$ cat config.mk
export PLATFORM = sky130hd
export DESIGN_NAME = histeq_lut_sequencer
export DESIGN_NICKNAME = d
export VERILOG_FILES = /design/src/rtl/histeq_lut_sequencer.sv
export SDC_FILE = /design/constraint.sdc
export NUM_CORES = 1
export LEC_CHECK = 0
export BUFFER_PORTS_ARGS = -buffer_cell sky130_fd_sc_hd__buf_2
export CORE_MARGIN = 10
export CORE_UTILIZATION = 40
export CTS_CLUSTER_SIZE = 24
export DETAILED_ROUTE_END_ITERATION = 10
export GPL_ROUTABILITY_DRIVEN = 0
export SYNTH_ARGS = -nofsm -noshare
export SYNTH_HDL_FRONTEND = slang
export SYNTH_SLANG_ARGS = --single-unit
$ cat constraint.sdc
create_clock -name clk -period 8.5 [get_ports clk]
set_input_delay 1.7 -clock clk [delete_from_list [all_inputs] [get_ports clk]]
set_output_delay 1.7 -clock clk [all_outputs]
set_load 0.05 [all_outputs]
$ cat src/rtl/histeq_lut_sequencer.sv
// rtl/histeq_lut_sequencer.sv - sequences one histogram-equalisation pass:
// arms the histogram calculator, reads 256 bins, accumulates the CDF and writes the 8-bit LUT.
module histeq_lut_sequencer #(
  parameter int PIXELS_LOG2 = 10,
  parameter int ARM_CYCLES  = 4,
  parameter int TIMEOUT     = 2**24
) (
  input  logic        clk,
  input  logic        rst,
  input  logic        start,
  output logic        calc_flag,
  input  logic        hist_valid,
  output logic [7:0]  hist_addr,
  input  logic [15:0] hist_data,
  output logic        lut_we,
  output logic [7:0]  lut_addr,
  output logic [7:0]  lut_data,
  output logic        busy,
  output logic        done,
  output logic        timeout
);

  localparam int ARM_W = $clog2(ARM_CYCLES + 1);
  localparam int TO_W  = $clog2(TIMEOUT);

  localparam logic [2:0] S_IDLE  = 3'd0;
  localparam logic [2:0] S_ARM   = 3'd1;
  localparam logic [2:0] S_WAIT  = 3'd2;
  localparam logic [2:0] S_READ  = 3'd3;
  localparam logic [2:0] S_DRAIN = 3'd4;
  localparam logic [2:0] S_DONE  = 3'd5;

  logic [2:0]       state;
  logic [ARM_W-1:0] arm_cnt;
  logic [TO_W-1:0]  to_cnt;
  logic             drain_cnt;

  logic             rd_valid;
  logic [7:0]       rd_addr;
  logic [23:0]      cdf;
  logic [24:0]      cdf_sum;
  logic [23:0]      cdf_next;
  logic [31:0]      product;
  logic [31:0]      scaled;
  logic [7:0]       lut_value;

  always_ff @(posedge clk or negedge rst) begin
    if (!rst) begin
      state     <= S_IDLE;
      arm_cnt   <= '0;
      to_cnt    <= '0;
      drain_cnt <= 1'b0;
      hist_addr <= '0;
      calc_flag <= 1'b0;
      busy      <= 1'b0;
      done      <= 1'b0;
      timeout   <= 1'b0;
    end else begin
      done    <= 1'b0;
      timeout <= 1'b0;
      case (state)
        S_IDLE: begin
          if (start) begin
            state     <= S_ARM;
            busy      <= 1'b1;
            calc_flag <= 1'b1;
            arm_cnt   <= '0;
          end
        end
        S_ARM: begin
          if (arm_cnt == ARM_W'(ARM_CYCLES - 1)) begin
            state     <= S_WAIT;
            calc_flag <= 1'b0;
            to_cnt    <= '0;
          end else begin
            arm_cnt <= arm_cnt + 1'b1;
          end
        end
        S_WAIT: begin
          if (hist_valid) begin
            state     <= S_READ;
            hist_addr <= '0;
          end else if (to_cnt == TO_W'(TIMEOUT - 1)) begin
            state   <= S_IDLE;
            busy    <= 1'b0;
            timeout <= 1'b1;
          end else begin
            to_cnt <= to_cnt + 1'b1;
          end
        end
        S_READ: begin
          if (hist_addr == 8'hFF) begin
            state     <= S_DRAIN;
            drain_cnt <= 1'b0;
          end else begin
            hist_addr <= hist_addr + 8'd1;
          end
        end
        S_DRAIN: begin
          if (drain_cnt) begin
            state <= S_DONE;
            done  <= 1'b1;
          end else begin
            drain_cnt <= 1'b1;
          end
        end
        S_DONE: begin
          state <= S_IDLE;
          busy  <= 1'b0;
        end
        default: begin
          state     <= S_IDLE;
          busy      <= 1'b0;
          calc_flag <= 1'b0;
        end
      endcase
    end
  end

  // Saturating CDF: a wrap would turn the top of the LUT into dark values.
  always_comb begin
    cdf_sum   = {1'b0, cdf} + {9'd0, hist_data};
    cdf_next  = cdf_sum[24] ? 24'hFF_FFFF : cdf_sum[23:0];
    product   = {8'd0, cdf_next} * 32'd255;
    scaled    = product >> PIXELS_LOG2;
    lut_value = (scaled > 32'd255) ? 8'd255 : scaled[7:0];
  end

  // hist_data lags hist_addr by one cycle, so the write stage follows a delayed address.
  always_ff @(posedge clk or negedge rst) begin
    if (!rst) begin
      rd_valid <= 1'b0;
      rd_addr  <= '0;
      cdf      <= '0;
      lut_we   <= 1'b0;
      lut_addr <= '0;
      lut_data <= '0;
    end else begin
      rd_valid <= (state == S_READ);
      rd_addr  <= hist_addr;
      if (state == S_WAIT && hist_valid) begin
        cdf <= '0;
      end else if (rd_valid) begin
        cdf <= cdf_next;
      end
      lut_we <= rd_valid;
      if (rd_valid) begin
        lut_addr <= rd_addr;
        lut_data <= lut_value;
      end
    end
  end

endmodule
Word-level counts from Yosys, hierarchy flattened
Cells that the tools add are included.
{"block": "totals", "reg_bits": 93, "out_inout_bits": 29, "inputBits": 20, "word_cells": 92}
{"block": "classes", "mul": 1, "n_eq_ne": 19, "reduce_logical": 16, "add_sub_neg": 4, "n_lt_le_gt_ge": 1, "n_mux": 34, "n_bitwise": 2}
{"op": "24-bit two-way mux", "n": 6}
{"op": "24-bit case mux with 2 select lines", "n": 1}
{"op": "24-bit by 8-bit multiplier with 32-bit output (second input constant)", "n": 1}
{"op": "24-bit by 16-bit adder with 25-bit output", "n": 1}
{"op": "24-bit by 1-bit adder with 24-bit output (second input constant)", "n": 1}
{"op": "24-bit equality test (second input constant)", "n": 1}
{"op": "3-bit two-way mux", "n": 8}
{"op": "8-bit two-way mux", "n": 3}
{"op": "22-bit by 8-bit > comparator with 1-bit output (second input constant)", "n": 1}
{"op": "2-bit inequality test (second input constant)", "n": 10}
{"op": "8-bit case mux with 2 select lines", "n": 1}
{"op": "3-bit case mux with 5 select lines", "n": 1}
{"op": "1-bit two-way mux", "n": 10}
{"op": "2-bit nonzero test", "n": 5}
{"op": "3-bit by 2-bit equality test with 1-bit output (second input constant)", "n": 3}
{"op": "3-bit AND reduction", "n": 3}
{"op": "8-bit by 1-bit adder with 8-bit output (second input constant)", "n": 1}
{"op": "8-bit equality test (second input constant)", "n": 1}
{"op": "4-bit AND reduction", "n": 2}
{"op": "3-bit equality test (second input constant)", "n": 2}
{"op": "1-bit case mux with 3 select lines", "n": 2}
{"op": "3-bit case mux with 2 select lines", "n": 1}
{"op": "5-bit AND reduction", "n": 1}
{"op": "4-bit OR reduction", "n": 1}
{"op": "other kinds (9)", "n": 10}

Depth between registers and ports, before layout
Gate-level depths: netlist (run 1).
{"block": "depth", "ltp_word": 5, "mapped_depth": 30, "ltp_nobuf": 28}

Worst setup path after synthesis (run 1)
No wires, ideal clock.
{"block": "synth_timing", "kind": "in2reg", "start": "input hist_data[0]", "end": "register lut_data[0]", "cell_stages": 28, "path_buffers": 3, "required_ns": 8.340, "slack_ns": -0.203, "setup_time_ns": 0.160, "arrival_time_ns": 8.544, "cell_sequence": "ha_1 fa_1 a21o_1 a21oi_1 o21ai_0 a41oi_1 o31ai_1 nor2b_1 buf_2 buf_2 nor2_1 inv_1 fa_1 fa_1 fa_1 inv_1 fa_1 inv_1 ha_1 clkbuf_1 a21o_1 a21oi_1 o21bai_1 a211o_2 mux2i_1 o2111ai_4 nor4_4 a41oi_1"}
{"block": "synth_between", "elab_chain_cells": 5}
{"item": "from (decl)", "line_no": "14", "rtl": "input logic [15:0] hist_data,"}
{"item": "24-bit by 16-bit adder with 25-bit output (*)", "line_no": "122", "rtl": "cdf_sum = {1'b0, cdf} + {9'd0, hist_data};"}
{"item": "24-bit two-way mux (*)", "line_no": "123", "rtl": "cdf_next = cdf_sum[24] ? 24'hFF_FFFF : cdf_sum[23:0];"}
{"item": "24-bit by 8-bit multiplier with 32-bit output (*)", "line_no": "124", "rtl": "product = {8'd0, cdf_next} * 32'd255;"}
{"item": "22-bit by 8-bit > comparator with 1-bit output", "line_no": "126", "rtl": "lut_value = (scaled > 32'd255) ? 8'd255 : scaled[7:0];"}
{"item": "8-bit two-way mux (*)", "line_no": "126"}
{"item": "to (signal assigned)", "line_no": "149", "rtl": "lut_data <= lut_value;"}
{"item": "to (decl)", "line_no": "17", "rtl": "output logic [7:0] lut_data,"}
Every way passes the cells marked *; elsewhere a longest branch is shown, timed or not.
A chain may end at the register's enable or synchronous reset.

Worst setup path after layout (run 1)
{"block": "layout_timing", "start": "input hist_data[0]", "end": "register lut_data[4]"}
The elaborated chain is that of the path after synthesis.

==> flow_summary.ini, run 1 <==
[status]
outcome = finished clean

[synthesis]
synth_area_leaders = dfrtp_1 24%, fa_1 20%, ha_1 10%
synth_common_cells = 164 x inv_1, 97 x fa_1, 93 x dfrtp_1
synth_edf_count = 0
synth_cell_types = 73
synth.cell_area_um2 = 9801
yosys_warnings = 0
synth_ff_type = dfrtp_1
synth_area_per_cell_um2 = 9.246
synth_nets = 1259
synth_most_common_cell = inv_1
synthCells = 1060
ys_seq_area_share_pct = 23.75
async_reset_ff_share_pct = 100.0
yosys.area.top_type_share_pct = 23.75
yosysTopAreaCell = dfrtp_1
synth_seq_cells = 93

[floorplan]
core_um2 = 24250
rows = 57
die_w_um = 176.5
die_h_um = 176.5
start_util_pct = 40.42
num_io_pins = 49
die-area_um2 = 31160

[grt]
grt_max_degree = 73
grt_usage_pct = 15.00
grt_pass1_vias = 8029
antenna_found_initial = 0
grt_first_pass_wirelength_um = 38990
grt_overflow = 0

[worst_setup_path]
critPathMaxStageDelay_ns = 0.56
crit_top_cell = fa_1
crit_required_ns = 8.72
crit_type = primary input to register
r2r-end = lut_data[4]
crit_buf_inv = 6
r2r_slack_ns = 1.46
crit_fanout = 8
startpoint_type = primary input
crit_slowest_cell = fa_1
critPathArrivalTime_ns = 8.32
end_kind = register
r2r_cells = 27
worstReg2RegStart = cdf[0]
cp_top_family = adder cells

[drt]
ant_nets = 0
wire_per_inst_um = 14.89
drcViolationCount = 0
drt-pass1-iter-count = 5
viasPerCell = 5.117
num_vias = 7860
first_iter_violations = 455
wl_um = 22870

[cts]
htreeDepth = 3
clock_path_buffers = 2
post_cts_buffers = 0
numCtsBuffers = 9
cts_root_buf = clkbuf_16
cts_tree = built
cts_sinks = 93
clk_pin_slew_ns = 0.08
insertion_delay_ns = 0.36

[sta]
slew_violations = 0
tightestPinTransition_ns = 0.9020
period_share_pct = 95.26
fin_skew_ns = 0.01231
relSlewSlack_pct = 39.87
setup_viol_count_final = 0
fmax_mhz = 123.5
post-route-min-period_ns = 8.097
hold_viol_final = 0

[cells_and_area]
syn_to_final_growth_pct = 18.42
fillers = 2373
regArea_um2 = 2328
fin_nets = 1406
post-route-util_pct = 47.86
drive_gt1_share_pct = 20.30
n_antenna_cell = 0
multi_input_area_um2 = 6780

[run]
cap_violations = 0

[placed_design]
port_buffers = 48
place_hpwl_um = 18510

[hold_path]
whs_path_depth = 0
min_from = hist_addr[7]
holdPathEnd = rd_addr[7]
min_path_type = register to register
[state kept, by name, summed over array words and instances, names as in the netlist]
register and flops:
rd_valid 1, rd_addr 8, state 3, lut_addr 8, cdf 24, to_cnt 24, lut_we 1, lut_data 8
busy 1, arm_cnt 3, calc_flag 1, hist_addr 8, done 1, timeout 1, drain_cnt 1
[through the flow]
stage | setup TNS (ns) | instance area (um^2) | hold WS (ns) | setup slack [ns] | cells
floorplan | 0 | 9859 | 0.3718 | 0.03230 | 1060
global placement | -0.3818 | 11260 | 0.4330 | -0.05048 | 1520
detailed placement | -1.451 | 11260 | 0.4436 | -0.1984 | 1520
CTS | 0 | 11540 | 0.4621 | 0.1676 | 1536
global route | -0.02190 | 11610 | 0.4862 | -0.01894 | 1536
finish | 0 | 11610 | 0.4609 | 0.4028 | 1536
[per-layer routing]
layer | global-route usage, % | part of all wire (%) | up-vias
met4 | 4.308 | 1.8 | 0
met3 | 2.243 | 2.7 | 25
met5 | 0 | 0 | -
li1 | - | - | 3877
met2 | 25.91 | 51 | 88
met1 | 19.00 | 45 | 3870
[area by class of cell]
class                      instances  share of cell area (%)
clock inverter                     6                  0.4851
multi-input combinational        767                   58.42
timing repair buffer             169                   10.17
tap                              324                   3.493
sequential                        93                   20.06
clock buffer                      10                   1.973
inverter                         167                   5.401
[cell families (layout without fill, tap and decap cells)]
family	after synthesis	in the layout	share of synthesized area, %
xor+xnor	70	70	6.256
fa+ha+maj	179	179	30.28
mux	25	25	2.770
flops	93	93	23.75
compound gates	229	229	15.42
simple gates	264	264	13.20
buf+inv	200	352	8.324
[repair_timing]
action                                 4_1_cts  5_1_grt
setup endpoints to repair                    0        8
gates resized for setup                      0       16
endpoints found under the hold margin        0        0
hold buffers                                 0        0
[layout by cell type, fill, tap and decap left out, types with 4 or more instances in the layout]
cell and n:
mux2i_1 7, a31oi_1 15, o21ai_0 43, buf_2 47, dfrtp_1 92, and2_1 11, nand2b_1 5, a41oi_1 10
or2_2 6, nand3_1 28, a21o_1 18, inv_1 163, nor2_1 76, inv_2 4, buf_4 119, xor2_1 30
clkbuf_16 9, ha_1 82, fa_1 97, o21ai_1 5, nor3_1 13, nand2_1 65, o21a_1 4, a21oi_1 67
and3_1 13, and4_1 4, a22o_1 5, nand4_1 14, mux2_2 17, a311oi_1 5, nor2_4 5, o21bai_1 8
xnor2_1 40
[worst max-delay path by stage]
stage	start	to	cells past startpoint	slack [ns]
floorplan	hist_data[0]	lut_data[0]	28	0.03
detailed placement	hist_data[0]	lut_data[6]	30	-0.20
global placement	hist_data[0]	lut_data[6]	29	-0.05
CTS	hist_data[0]	lut_data[6]	30	0.17
global route	hist_data[0]	lut_data[6]	30	-0.02
finish	hist_data[0]	lut_data[4]	28	0.40
Power of run 1 is left out: the tool's default activity adds up to more than one toggle a clock period on the data nets, which glitch-free logic cannot reach.
==> inputs of run 2 (changes only) <==
--- a/config.mk
+++ b/config.mk
@@ -6,6 +6,7 @@
 export NUM_CORES = 1
 export LEC_CHECK = 0
 export BUFFER_PORTS_ARGS = -buffer_cell sky130_fd_sc_hd__buf_2
+export CORE_ASPECT_RATIO = 1.4
 export CORE_MARGIN = 10
 export CORE_UTILIZATION = 40
 export CTS_CLUSTER_SIZE = 24
==> run 2 against run 1 <==
  * Clock skew is 0.0051 ns lower
  * Wire length grew 1.7%
  * Critical path depth fell by 2
  * Core utilization grew 0.80 points
  * Setup slack lost 0.012 ns
  * Cell area increased by 0.88%
  * Global-route usage grew 0.15 points
  * Via count is 0.41% lower
  * Die area grew 0.28%
  * Register-to-register slack about the same
  * Sequential share of layout area is 0.18 points lower
  * Fmax down 0.15%
==> flow_summary.ini, run 2 (synthesized netlist as in run 1, its figures left out) <==
[status]
outcome = finished clean

[sta]
post-route-min-period_ns = 8.109
hold_viol_final = 0
final.setup.tns_ns = 0
slew_violations = 0
holdWs_ns = 0.4472
fin_skew_ns = 0.007231
period_share_pct = 95.40
relSlewSlack_pct = 46.75
setup_slack_ns = 0.3909
tightestPinTransition_ns = 0.7987
setup_viol_count_final = 0
fmax_mhz = 123.3

[drt]
wire_per_inst_um = 15.32
wl_um = 23270
drt-pass1-iter-count = 4
first_iter_violations = 230
viasPerCell = 5.153
drcViolationCount = 0
num_vias = 7828
ant_nets = 0

[cts]
htreeDepth = 3
insertion_delay_ns = 0.34
cts_sinks = 93
clock_path_buffers = 2
post_cts_buffers = 0
cts_root_buf = clkbuf_16
numCtsBuffers = 9
clk_pin_slew_ns = 0.07
cts_tree = built

[hold_path]
min_path_type = register to register

[worst_setup_path]
r2r_cells = 25
end_kind = register
r2r_slack_ns = 1.45
crit_required_ns = 8.71
r2r-end = lut_data[6]
critPathMaxStageDelay_ns = 0.62
critPathArrivalTime_ns = 8.32
crit_top_cell = fa_1
worstReg2RegStart = cdf[6]
crit_fanout = 8
startpoint_type = primary input
crit_slowest_cell = fa_2
crit_path_start = hist_data[6]
endpoint = lut_data[6]
crit_type = primary input to register

[cells_and_area]
mostFrequentLayoutCell = inv_1
fin_cells = 1519
syn_to_final_growth_pct = 19.47
n_antenna_cell = 0
top_regs = cdf (24), to_cnt (24)
fin_nets = 1404
final_cell_mix = 163 x inv_1, 118 x buf_4, 93 x fa_1
drive_gt1_share_pct = 21.84

[grt]
grt_usage_pct = 15.15
grt_first_pass_wirelength_um = 39940
grt_max_degree = 57
antenna_found_initial = 0
grt_overflow = 0
grt_pass1_vias = 8575

[placed_design]
pre_cts_ws_ns = -0.2102
dp_cells = 1504
place_hpwl_um = 19430
port_buffers = 48

[floorplan]
die_h_um = 205.2
num_io_pins = 49
start_util_pct = 40.74
die-area_um2 = 31250
die_w_um = 152.3
core_um2 = 24060
rows = 67

[run]
cap_violations = 0
==> run 2: cell count changes in the layout (fill, tap and decap cells not counted), sizes merged <==
cell	delta
clkinv	-2
clkbuf	-1
bufinv	+3
buf	-2
clkinvlp	-1
==> run 2: worst min path at each step <==
stage	start	endpoint	slack, ns	cells after the start
global route	hist_addr[7]	rd_addr[7]	0.46	0
finish	hist_addr[7]	rd_addr[7]	0.45	0
floorplan	rd_valid	lut_we	0.37	0
global placement	hist_addr[7]	rd_addr[7]	0.42	0
detailed placement	hist_addr[7]	rd_addr[7]	0.43	0
CTS	hist_addr[7]	rd_addr[7]	0.44	0
==> run 2: routing by layer <==
layer	up-vias	global-route usage, %	wire length (um)
li1	3870	-	-
met2	82	31.23	13450
met4	0	3.997	399
met3	27	1.964	481
met5	-	0	0
met1	3849	15.38	8932
==> run 2: area by class of cell <==
type / count / area, um^2
Clock buffer: 9 / 225.2
Clock inverter: 6 / 116.4
Fill cell: 2320 / 12350
Inverter: 167 / 626.9
Multi-Input combinational cell: 767 / 6872
Sequential cell: 93 / 2328
Tap cell: 310 / 387.9
Timing Repair Buffer: 167 / 1152
==> run 2: per-stage QoR <==
step | utilization, % | area [um^2]
floorplan | - | 9859
global placement | 46.60 | 11210
detailed placement | 46.60 | 11210
CTS | 48.02 | 11550
global route | 48.67 | 11710
finish | 48.67 | 11710
==> run 2: timing repair <==
| action | in CTS | in global routing |
|---|---|---|
| setup endpoints to repair | 0 | 8 |
| hold buffers | 0 | 0 |
| gates resized for setup | 0 | 42 |
==> run 2: critical path, delay by kind of cell <==
family,cells,cell delay [ns]
fa+ha+maj,6,2.80
compound gates,10,2.09
simple gates,3,0.59
buf+inv,5,0.52
mux,1,0.34
xor+xnor,1,0.26
Power of run 2 is left out for the same reason.
